### src/rtl/imem_loader.sv
// Byte-stream program loader: packs LEN words (little-endian) into the instruction
// memory, verifies an XOR checksum, and releases the CPU from reset only on success.
module imem_loader #(
  parameter int unsigned DEPTH     = 64,
  parameter int unsigned ADDR_W    = 8,
  parameter int unsigned BASE_ADDR = 0
) (
  input  logic              clk,
  input  logic              rst,
  input  logic              start,
  input  logic [7:0]        byte_in,
  input  logic              byte_valid,
  output logic              byte_ready,
  output logic              imem_we,
  output logic [ADDR_W-1:0] imem_addr,
  output logic [31:0]       imem_wdata,
  output logic              cpu_rst,
  output logic              busy,
  output logic              done,
  output logic              error
);

  localparam logic [2:0] S_IDLE = 3'd0;
  localparam logic [2:0] S_LEN0 = 3'd1;
  localparam logic [2:0] S_LEN1 = 3'd2;
  localparam logic [2:0] S_DATA = 3'd3;
  localparam logic [2:0] S_CSUM = 3'd4;
  localparam logic [2:0] S_DONE = 3'd5;
  localparam logic [2:0] S_ERR  = 3'd6;

  localparam logic [15:0]       DEPTH_LEN = 16'(DEPTH);
  localparam logic [ADDR_W-1:0] BASE_W    = ADDR_W'(BASE_ADDR);

  logic [2:0]        state_q, state_d;
  logic [7:0]        len_lo_q, len_lo_d;
  logic [15:0]       len_q, len_d;
  logic [15:0]       word_idx_q, word_idx_d;
  logic [1:0]        lane_q, lane_d;
  logic [23:0]       word_q, word_d;
  logic [7:0]        csum_q, csum_d;
  logic              byte_ready_q, byte_ready_d;
  logic              imem_we_q, imem_we_d;
  logic [ADDR_W-1:0] imem_addr_q, imem_addr_d;
  logic [31:0]       imem_wdata_q, imem_wdata_d;
  logic              cpu_rst_q, cpu_rst_d;
  logic              busy_q, busy_d;
  logic              done_q, done_d;
  logic              error_q, error_d;

  logic              accept;
  logic [15:0]       len_full;

  assign accept   = byte_valid & byte_ready_q;
  assign len_full = {byte_in, len_lo_q};

  always_comb begin
    // NOTE: every _d gets a default here so no path leaves a signal unassigned,
    // which would otherwise infer a latch.
    state_d      = state_q;
    len_lo_d     = len_lo_q;
    len_d        = len_q;
    word_idx_d   = word_idx_q;
    lane_d       = lane_q;
    word_d       = word_q;
    csum_d       = csum_q;
    imem_we_d    = 1'b0;
    imem_addr_d  = imem_addr_q;
    imem_wdata_d = imem_wdata_q;

    case (state_q)
      S_IDLE, S_DONE, S_ERR: begin
        if (start) begin
          state_d    = S_LEN0;
          word_idx_d = '0;
          lane_d     = '0;
          csum_d     = '0;
        end
      end
      S_LEN0: begin
        if (accept) begin
          len_lo_d = byte_in;
          state_d  = S_LEN1;
        end
      end
      S_LEN1: begin
        if (accept) begin
          len_d = len_full;
          if (len_full > DEPTH_LEN)   state_d = S_ERR;
          else if (len_full == 16'd0) state_d = S_CSUM;
          else                        state_d = S_DATA;
        end
      end
      S_DATA: begin
        if (accept) begin
          csum_d = csum_q ^ byte_in;
          lane_d = lane_q + 2'd1;
          // Lanes 0..2 shift in from the top so b0 ends up in the low byte.
          word_d = {byte_in, word_q[23:8]};
          if (lane_q == 2'd3) begin
            imem_we_d    = 1'b1;
            imem_addr_d  = BASE_W + ADDR_W'(word_idx_q);
            imem_wdata_d = {byte_in, word_q};
            word_idx_d   = word_idx_q + 16'd1;
            if (word_idx_q == len_q - 16'd1) state_d = S_CSUM;
          end
        end
      end
      S_CSUM: begin
        if (accept) state_d = (byte_in == csum_q) ? S_DONE : S_ERR;
      end
      default: state_d = S_IDLE;
    endcase

    // Status outputs are registered copies of what the next state implies.
    byte_ready_d = (state_d == S_LEN0) || (state_d == S_LEN1) ||
                   (state_d == S_DATA) || (state_d == S_CSUM);
    busy_d       = byte_ready_d;
    done_d       = (state_d == S_DONE);
    error_d      = (state_d == S_ERR);
    cpu_rst_d    = (state_d != S_DONE);
  end

  // NOTE: sequential state uses non-blocking assignments so every flop samples
  // the pre-edge values, independent of statement order.
  always_ff @(posedge clk) begin
    if (rst) begin
      state_q      <= S_IDLE;
      len_lo_q     <= '0;
      len_q        <= '0;
      word_idx_q   <= '0;
      lane_q       <= '0;
      word_q       <= '0;
      csum_q       <= '0;
      byte_ready_q <= 1'b0;
      imem_we_q    <= 1'b0;
      imem_addr_q  <= '0;
      imem_wdata_q <= '0;
      cpu_rst_q    <= 1'b1;
      busy_q       <= 1'b0;
      done_q       <= 1'b0;
      error_q      <= 1'b0;
    end else begin
      state_q      <= state_d;
      len_lo_q     <= len_lo_d;
      len_q        <= len_d;
      word_idx_q   <= word_idx_d;
      lane_q       <= lane_d;
      word_q       <= word_d;
      csum_q       <= csum_d;
      byte_ready_q <= byte_ready_d;
      imem_we_q    <= imem_we_d;
      imem_addr_q  <= imem_addr_d;
      imem_wdata_q <= imem_wdata_d;
      cpu_rst_q    <= cpu_rst_d;
      busy_q       <= busy_d;
      done_q       <= done_d;
      error_q      <= error_d;
    end
  end

  assign byte_ready = byte_ready_q;
  assign imem_we    = imem_we_q;
  assign imem_addr  = imem_addr_q;
  assign imem_wdata = imem_wdata_q;
  assign cpu_rst    = cpu_rst_q;
  assign busy       = busy_q;
  assign done       = done_q;
  assign error      = error_q;

endmodule

### config.mk
export PLATFORM = sky130hd
export DESIGN_NAME = imem_loader
export DESIGN_NICKNAME = d
export VERILOG_FILES = /design/src/rtl/imem_loader.sv
export SDC_FILE = /design/constraint.sdc
export NUM_CORES = 1
export LEC_CHECK = 0
export ABC_AREA = 1
export ABC_CLOCK_PERIOD_IN_PS = 2050
export BUFFER_PORTS_ARGS = -buffer_cell sky130_fd_sc_hd__buf_2
export CORE_MARGIN = 1.5
export CORE_UTILIZATION = 45
export CTS_CLUSTER_DIAMETER = 60
export DETAILED_ROUTE_END_ITERATION = 7
export PLACE_DENSITY_LB_ADDON = 0.25
export SYNTH_ARGS = -nofsm -noshare
export SYNTH_HDL_FRONTEND = slang
export SYNTH_SLANG_ARGS = --single-unit
### constraint.sdc
create_clock -name clk -period 2.05 [get_ports clk]
set_input_delay 0.41 -clock clk [delete_from_list [all_inputs] [get_ports clk]]
set_output_delay 0.41 -clock clk [all_outputs]
set_load 0.05 [all_outputs]
---- Yosys cells after proc, flatten, opt, wreduce, memory -nomap -nowiden ----
Cells that the tools add are included.
word-level totals
  flip-flop bits (word level) ............. 122
  input port bits ......................... 12
  output and inout bits ................... 46
  word-level logic and storage cells ...... 77
cells by class
  add/sub/neg operators ................... 3
  $lt $le $gt $ge ......................... 1
  eq/ne operators ......................... 19
  mux-type cells .......................... 22
  bitwise operators ....................... 4
  reductions and logical operators ........ 14
operator list
  operator                 count
  $mux W16                 3
  $pmux W16 S2             1
  $mux W3                  9
  $eq A3 B3 Y1 const B     6
  $add A16 B1 Y16 const B  1
  $eq A16 B16 Y1           1
  $gt A16 B7 Y1 const B    1
  $logic_not A16 Y1        1
  $mux W8                  2
  $pmux W8 S2              1
  $sub A16 B1 Y16 const B  1
  $pmux W3 S5              1
  $eq A3 B2 Y1 const B     4
  $eq A8 B8 Y1             1
  $xor A8 B8 Y8            1
  $eq A3 B1 Y1 const B     2
  $mux W2                  3
  $ne A2 B2 Y1 const B     3
  $reduce_and A2 Y1        3
  $reduce_and A3 Y1        2
  $reduce_or A3 Y1         2
  $pmux W2 S2              1
  $reduce_and A4 Y1        1
  $logic_not A3 Y1         1
  8 further kinds          11

---- Depth between registers and ports, before layout ----
  depth after elaboration ................. 10
  depth in mapped cells ................... 16

---- Worst setup path before layout ----
Ideal clock, no wire load.
  path type ............................... register -> register
  from .................................... register busy (netlist name)
  to ...................................... register busy_q, in the netlist busy
  arrival time ............................ 1.909 ns
  setup slack ............................. 0.027 ns
  cell stages (with the launch flop) ...... 14
  buffers on the path ..................... 0
  period minus slack after synthesis ...... 2.023 ns
  path through ............................ dfxtp_1 nand2_1 nor2_1 nand2_1 nor2_1 nand2_1 nor2_1 nand3_1 nor2_1 nand3_2 a21oi_4 nand2_1 nand2_1 nor2_2
RTL lines
  what                    RTL line  source
  end signal: assignment  155       busy_q <= busy_d;
  end: declaration        46        logic busy_q, busy_d;

---- Final worst setup path ----
  from .................................... register len_q[1]
  to ...................................... register busy_q, in the netlist busy
between the ends
  cells in the longest elaborated chain, start to end .. 10
  elaborated cells on any way between the ends .. 13
ends and longest elaborated chain
  what                                                 RTL line  source
  start: declaration                                   36        logic [15:0] len_q, len_d;
  start signal: assignment                             145       len_q <= len_d;
  $sub A16 B1 Y16 *                                    104       if (word_idx_q == len_q - 16'd1) state_d = S_CSUM;
  $eq A16 B16 Y1 *                                     104
  $mux W3 *                                            104
  $mux W3 *                                            99        if (lane_q == 2'd3) begin
  $mux W3 *                                            94        if (accept) begin
  $pmux W3 S5 *                                        70        case (state_q)
  $eq A3 B1 Y1 / $eq A3 B2 Y1 (equally long branches)  115       byte_ready_d = (state_d == S_LEN0) || (state_d == S_LEN1) ||
  $logic_or A1 B1 Y1 (2 in a row)                      115
  $logic_or A1 B1 Y1 *                                 116       (state_d == S_DATA) || (state_d == S_CSUM);
Mark *: on every way between the ends. The rest lies on a longest branch, timed or not.
A chain may end at the register's enable or synchronous reset.

==> metrics.txt <==
# TYPE chip_impl_metric gauge
chip_impl_info{name="run_status",value="finished clean"} 1
chip_impl_metric{name="cts_buffers",unit=""} 17
chip_impl_metric{name="wl_met2",unit="um"} 6360
chip_impl_metric{name="drc_errors",unit=""} 0
chip_impl_metric{name="start_util",unit="%"} 45.83
chip_impl_metric{name="fmax",unit="MHz"} 513.5
chip_impl_metric{name="num_antenna_cells",unit=""} 0
chip_impl_metric{name="core_area",unit="um2"} 11960
chip_impl_metric{name="slew-limit-headroom",unit="%"} 67.54
chip_impl_metric{name="final_min_period_over_clock_period",unit="%"} 95.00
chip_impl_info{name="unrepaired_setup_endpoints_after_global_routing",value="yes"} 1
chip_impl_metric{name="place_inst",unit=""} 916
chip_impl_metric{name="io-pin-count",unit=""} 58
chip_impl_metric{name="report.final.setup_viol",unit=""} 0
chip_impl_info{name="tritoncts_clock_tree",value="done"} 1
chip_impl_metric{name="final_cell_count_no_fill",unit=""} 948
chip_impl_info{name="critical_path.startpoint_type",value="flop"} 1
chip_impl_metric{name="routed_wire_per_std_cell",unit="um"} 14.58
chip_impl_metric{name="mapped_avg_cell_area",unit="um2"} 7.592
chip_impl_metric{name="timing.clock.skew",unit="ps"} 7.638
chip_impl_info{name="criticalPathCategory",value="reg2reg"} 1
chip_impl_metric{name="grt-ovfl-total",unit=""} 0
chip_impl_metric{name="pin_count_of_the_biggest_net_entering_global_routing",unit=""} 100
chip_impl_info{name="main_area_contributors_after_synthesis",value="dfxtp_1, o21ai_0, nor2_1, a21oi_1, nand2_1"} 1
chip_impl_info{name="clk_root_buffer_cell",value="clkbuf_16"} 1
chip_impl_metric{name="ys_seq_elements",unit=""} 122
chip_impl_metric{name="final.fill_count",unit=""} 1140
chip_impl_info{name="topRoutingLayerUsed",value="met4"} 1
chip_impl_metric{name="critical_path_required",unit="ps"} 2360
chip_impl_metric{name="worst-r2r-setup-slack",unit="ps"} 100
chip_impl_metric{name="detail_route.wirelength.met1",unit="um"} 6590
chip_impl_metric{name="post-route-cell-area",unit="um2"} 6593
chip_impl_metric{name="nets",unit=""} 805
chip_impl_metric{name="synth_enable_flop_cells",unit=""} 0
chip_impl_metric{name="flow.area_growth_from_synthesis",unit="%"} 20.27
chip_impl_metric{name="maxSlewViolCount",unit=""} 0
chip_impl_metric{name="core.rowCount",unit=""} 40
chip_impl_metric{name="r2r_cells",unit=""} 15
chip_impl_metric{name="drt_iter0_markers",unit=""} 289
chip_impl_metric{name="drt-pass1-iter-count",unit=""} 7
chip_impl_metric{name="finalPower",unit="uW"} 5665
chip_impl_metric{name="cts-hold-fix-buffers",unit=""} 0
chip_impl_metric{name="synth.net_count",unit=""} 737
chip_impl_metric{name="vdd_drop_max",unit="uV"} 704.9
chip_impl_metric{name="antenna_found_initial",unit=""} 0
chip_impl_info{name="timing.critical_path.to_type",value="flop"} 1
chip_impl_info{name="crit_end",value="busy"} 1
chip_impl_metric{name="cts.sink_count",unit=""} 122
chip_impl_info{name="synth_top_flop_cell",value="dfxtp_1"} 1
chip_impl_info{name="timing.critical_path.from",value="len_q[1]"} 1
chip_impl_metric{name="placer_congestion",unit=""} 0.8735
chip_impl_metric{name="asyncSetResetFlopFracSynth",unit="%"} 0
chip_impl_metric{name="ys_warn_count",unit=""} 0
chip_impl_metric{name="finalWorstPathRequiredPeriod",unit="ps"} 1948
chip_impl_metric{name="power.density_cell_area",unit="nW/um2"} 859.3
chip_impl_info{name="synth.largest_area_cell",value="dfxtp_1"} 1
chip_impl_info{name="synthTopCellsByCount",value="dfxtp_1, o21ai_0, nor2_1"} 1
chip_impl_metric{name="place.detailed.hpwl",unit="um"} 9831
chip_impl_metric{name="io_buffer_count",unit=""} 57
chip_impl_info{name="destination_of_the_worst_register_to_register_timing_path",value="busy"} 1
chip_impl_metric{name="synth_cells",unit=""} 722
chip_impl_metric{name="max_h_tree_level",unit=""} 4
chip_impl_metric{name="leakage",unit="uW"} 0.002948
chip_impl_metric{name="clk_pin_slew",unit="ps"} 60
chip_impl_metric{name="ant_nets",unit=""} 0
chip_impl_metric{name="seq_area",unit="um2"} 2445
chip_impl_metric{name="grt_first_pass_wirelength",unit="um"} 22770
chip_impl_metric{name="dr_total_vias",unit=""} 4952
chip_impl_metric{name="tightest_slew",unit="ps"} 486.3
chip_impl_metric{name="first_global_vias",unit=""} 4663
chip_impl_metric{name="timing.max_cap.violations",unit=""} 0
chip_impl_info{name="hp-class",value="in2reg"} 1
chip_impl_metric{name="placed_cell_area",unit="um2"} 5984
chip_impl_metric{name="synth_top_cell_area_share",unit="%"} 44.56
chip_impl_metric{name="via_to_cell_ratio",unit=""} 5.224
chip_impl_metric{name="die_area",unit="um2"} 12850
chip_impl_metric{name="combined_area_of_all_synthesized_cells",unit="um2"} 5482
chip_impl_info{name="reg2reg_start",value="len_q[1]"} 1
chip_impl_metric{name="finalHoldViolations",unit=""} 0
chip_impl_metric{name="dieHeight",unit="um"} 113.4
chip_impl_metric{name="clock_path_buffers",unit=""} 2
chip_impl_metric{name="drt_wl_total",unit="um"} 13820
chip_impl_metric{name="chipWidth",unit="um"} 113.4
chip_impl_metric{name="grt_util_all_layers",unit="%"} 22.59
chip_impl_metric{name="drive_above_1_share",unit="%"} 21.22
chip_impl_metric{name="layout.core_utilization",unit="%"} 55.12
chip_impl_metric{name="number_of_library_cell_types_mapped_by_synthesis",unit=""} 43
chip_impl_metric{name="multi_input_area",unit="um2"} 2670
chip_impl_metric{name="clock_latency",unit="ps"} 420
chip_impl_metric{name="wl_met3",unit="um"} 689
chip_impl_metric{name="timing.critical_path.fanout_max",unit=""} 6
chip_impl_metric{name="seq_area_frac_synth",unit="%"} 44.56
chip_impl_info{name="synth_most_common_cell",value="dfxtp_1"} 1
chip_impl_metric{name="worst_ep_arrival_time",unit="ps"} 2260
-- report_power, final --
part / switching [uW] / internal, uW
logic: 296 / 147
registers: 30.2 / 2420
clock network: 1060 / 1710
total: 1390 / 4280
-- worst max-delay path: stages (launching register included) --
cell and delay, ps:
dfxtp_2 330, inv_2 80, ha_4 170, nand2_4 80
nor2_8 150, nand3b_1 100, nand2_1 80, nand2_1 60
nor2_2 100, nand2_1 70, nor2_2 110, nand3_2 100
a21oi_4 200, nand2_1 70, nand2_1 80, nor2_2 40
-- cell type report --
cell class,instances,share of cell area (%)
Tap cell,147,2.790
Sequential cell,122,37.08
Clock inverter,10,1.461
Inverter,74,4.213
Timing Repair Buffer,79,7.022
Multi-Input combinational cell,496,40.50
Clock buffer,20,6.927
-- sequential cells by signal, summed over array words and instances (netlist names) --
name,flops
len_lo_q,8
state_q,3
done,1
len_q,16
imem_wdata,32
error,1
word_q,24
imem_we,1
cpu_rst,1
busy,1
lane_q,2
word_idx_q,16
imem_addr,8
csum_q,8
-- timing repair --
action,4_1_cts,5_1_grt
resized for setup,3,8
endpoints found under the setup margin,2,34
pin swaps,1,4
setup buffers,0,2
-- per-stage QoR --
step | setup TNS, ps | hold WS (ps) | setup slack (ps)
finish | 0 | 311.7 | 102.5
global route | -93.33 | 322.7 | -37.00
CTS | 0 | 308.8 | 42.43
detailed placement | -29.51 | 445.4 | -23.73
global placement | 0 | 439.7 | 84.49
floorplan | 0 | 429.7 | 27.22
-- cells in the final DEF, fill, tap and decap left out, types with 6 or more instances in the layout --
| master | count |
|---|---|
| dfxtp_1 | 120 |
| o21ai_0 | 104 |
| nor2_1 | 101 |
| nand2_1 | 80 |
| inv_1 | 65 |
| a21oi_1 | 62 |
| buf_2 | 57 |
| nand3_1 | 34 |
| buf_4 | 21 |
| clkbuf_16 | 17 |
| nor2_2 | 12 |
| xor2_1 | 12 |
| nor2_4 | 10 |
| nand2_2 | 9 |
| xnor2_1 | 9 |
| inv_2 | 8 |
| nand4_1 | 8 |
| nor3_1 | 8 |
| nand3_2 | 6 |
| nand2_4 | 6 |
-- worst min path at each step --
stage,from,end,cells after the start
2_1_floorplan,word_q[1],imem_wdata[1],2
3_3_place_gp,word_q[5],imem_wdata[5],2
3_5_place_dp,word_q[1],imem_wdata[1],2
4_1_cts,rst,word_idx_q[0],2
5_1_grt,byte_in[1],len_q[9],3
6_report,rst,word_idx_q[0],2
-- layer usage --
metal / track usage [%] / vias to the layer above
li1: - / 2505
met1: 29.65 / 2336
met3: 6.801 / 15
met2: 35.84 / 96
met4: 7.250 / 0
met5: 0 / -
-- logic make-up (layout without fill, tap and decap cells) --
kind of cell	count (synthesis)	in the layout	synth area share (%)
AOI/OAI and AO/OA	186	186	18.31
DFF	122	122	44.56
adders and majority gates	3	3	0.6848
buffers and inverters	104	183	7.418
xor gates and xnor gates	21	21	3.355
and+or+nand+nor	286	286	25.68
No activity file was read; power rests on OpenSTA's default activity.
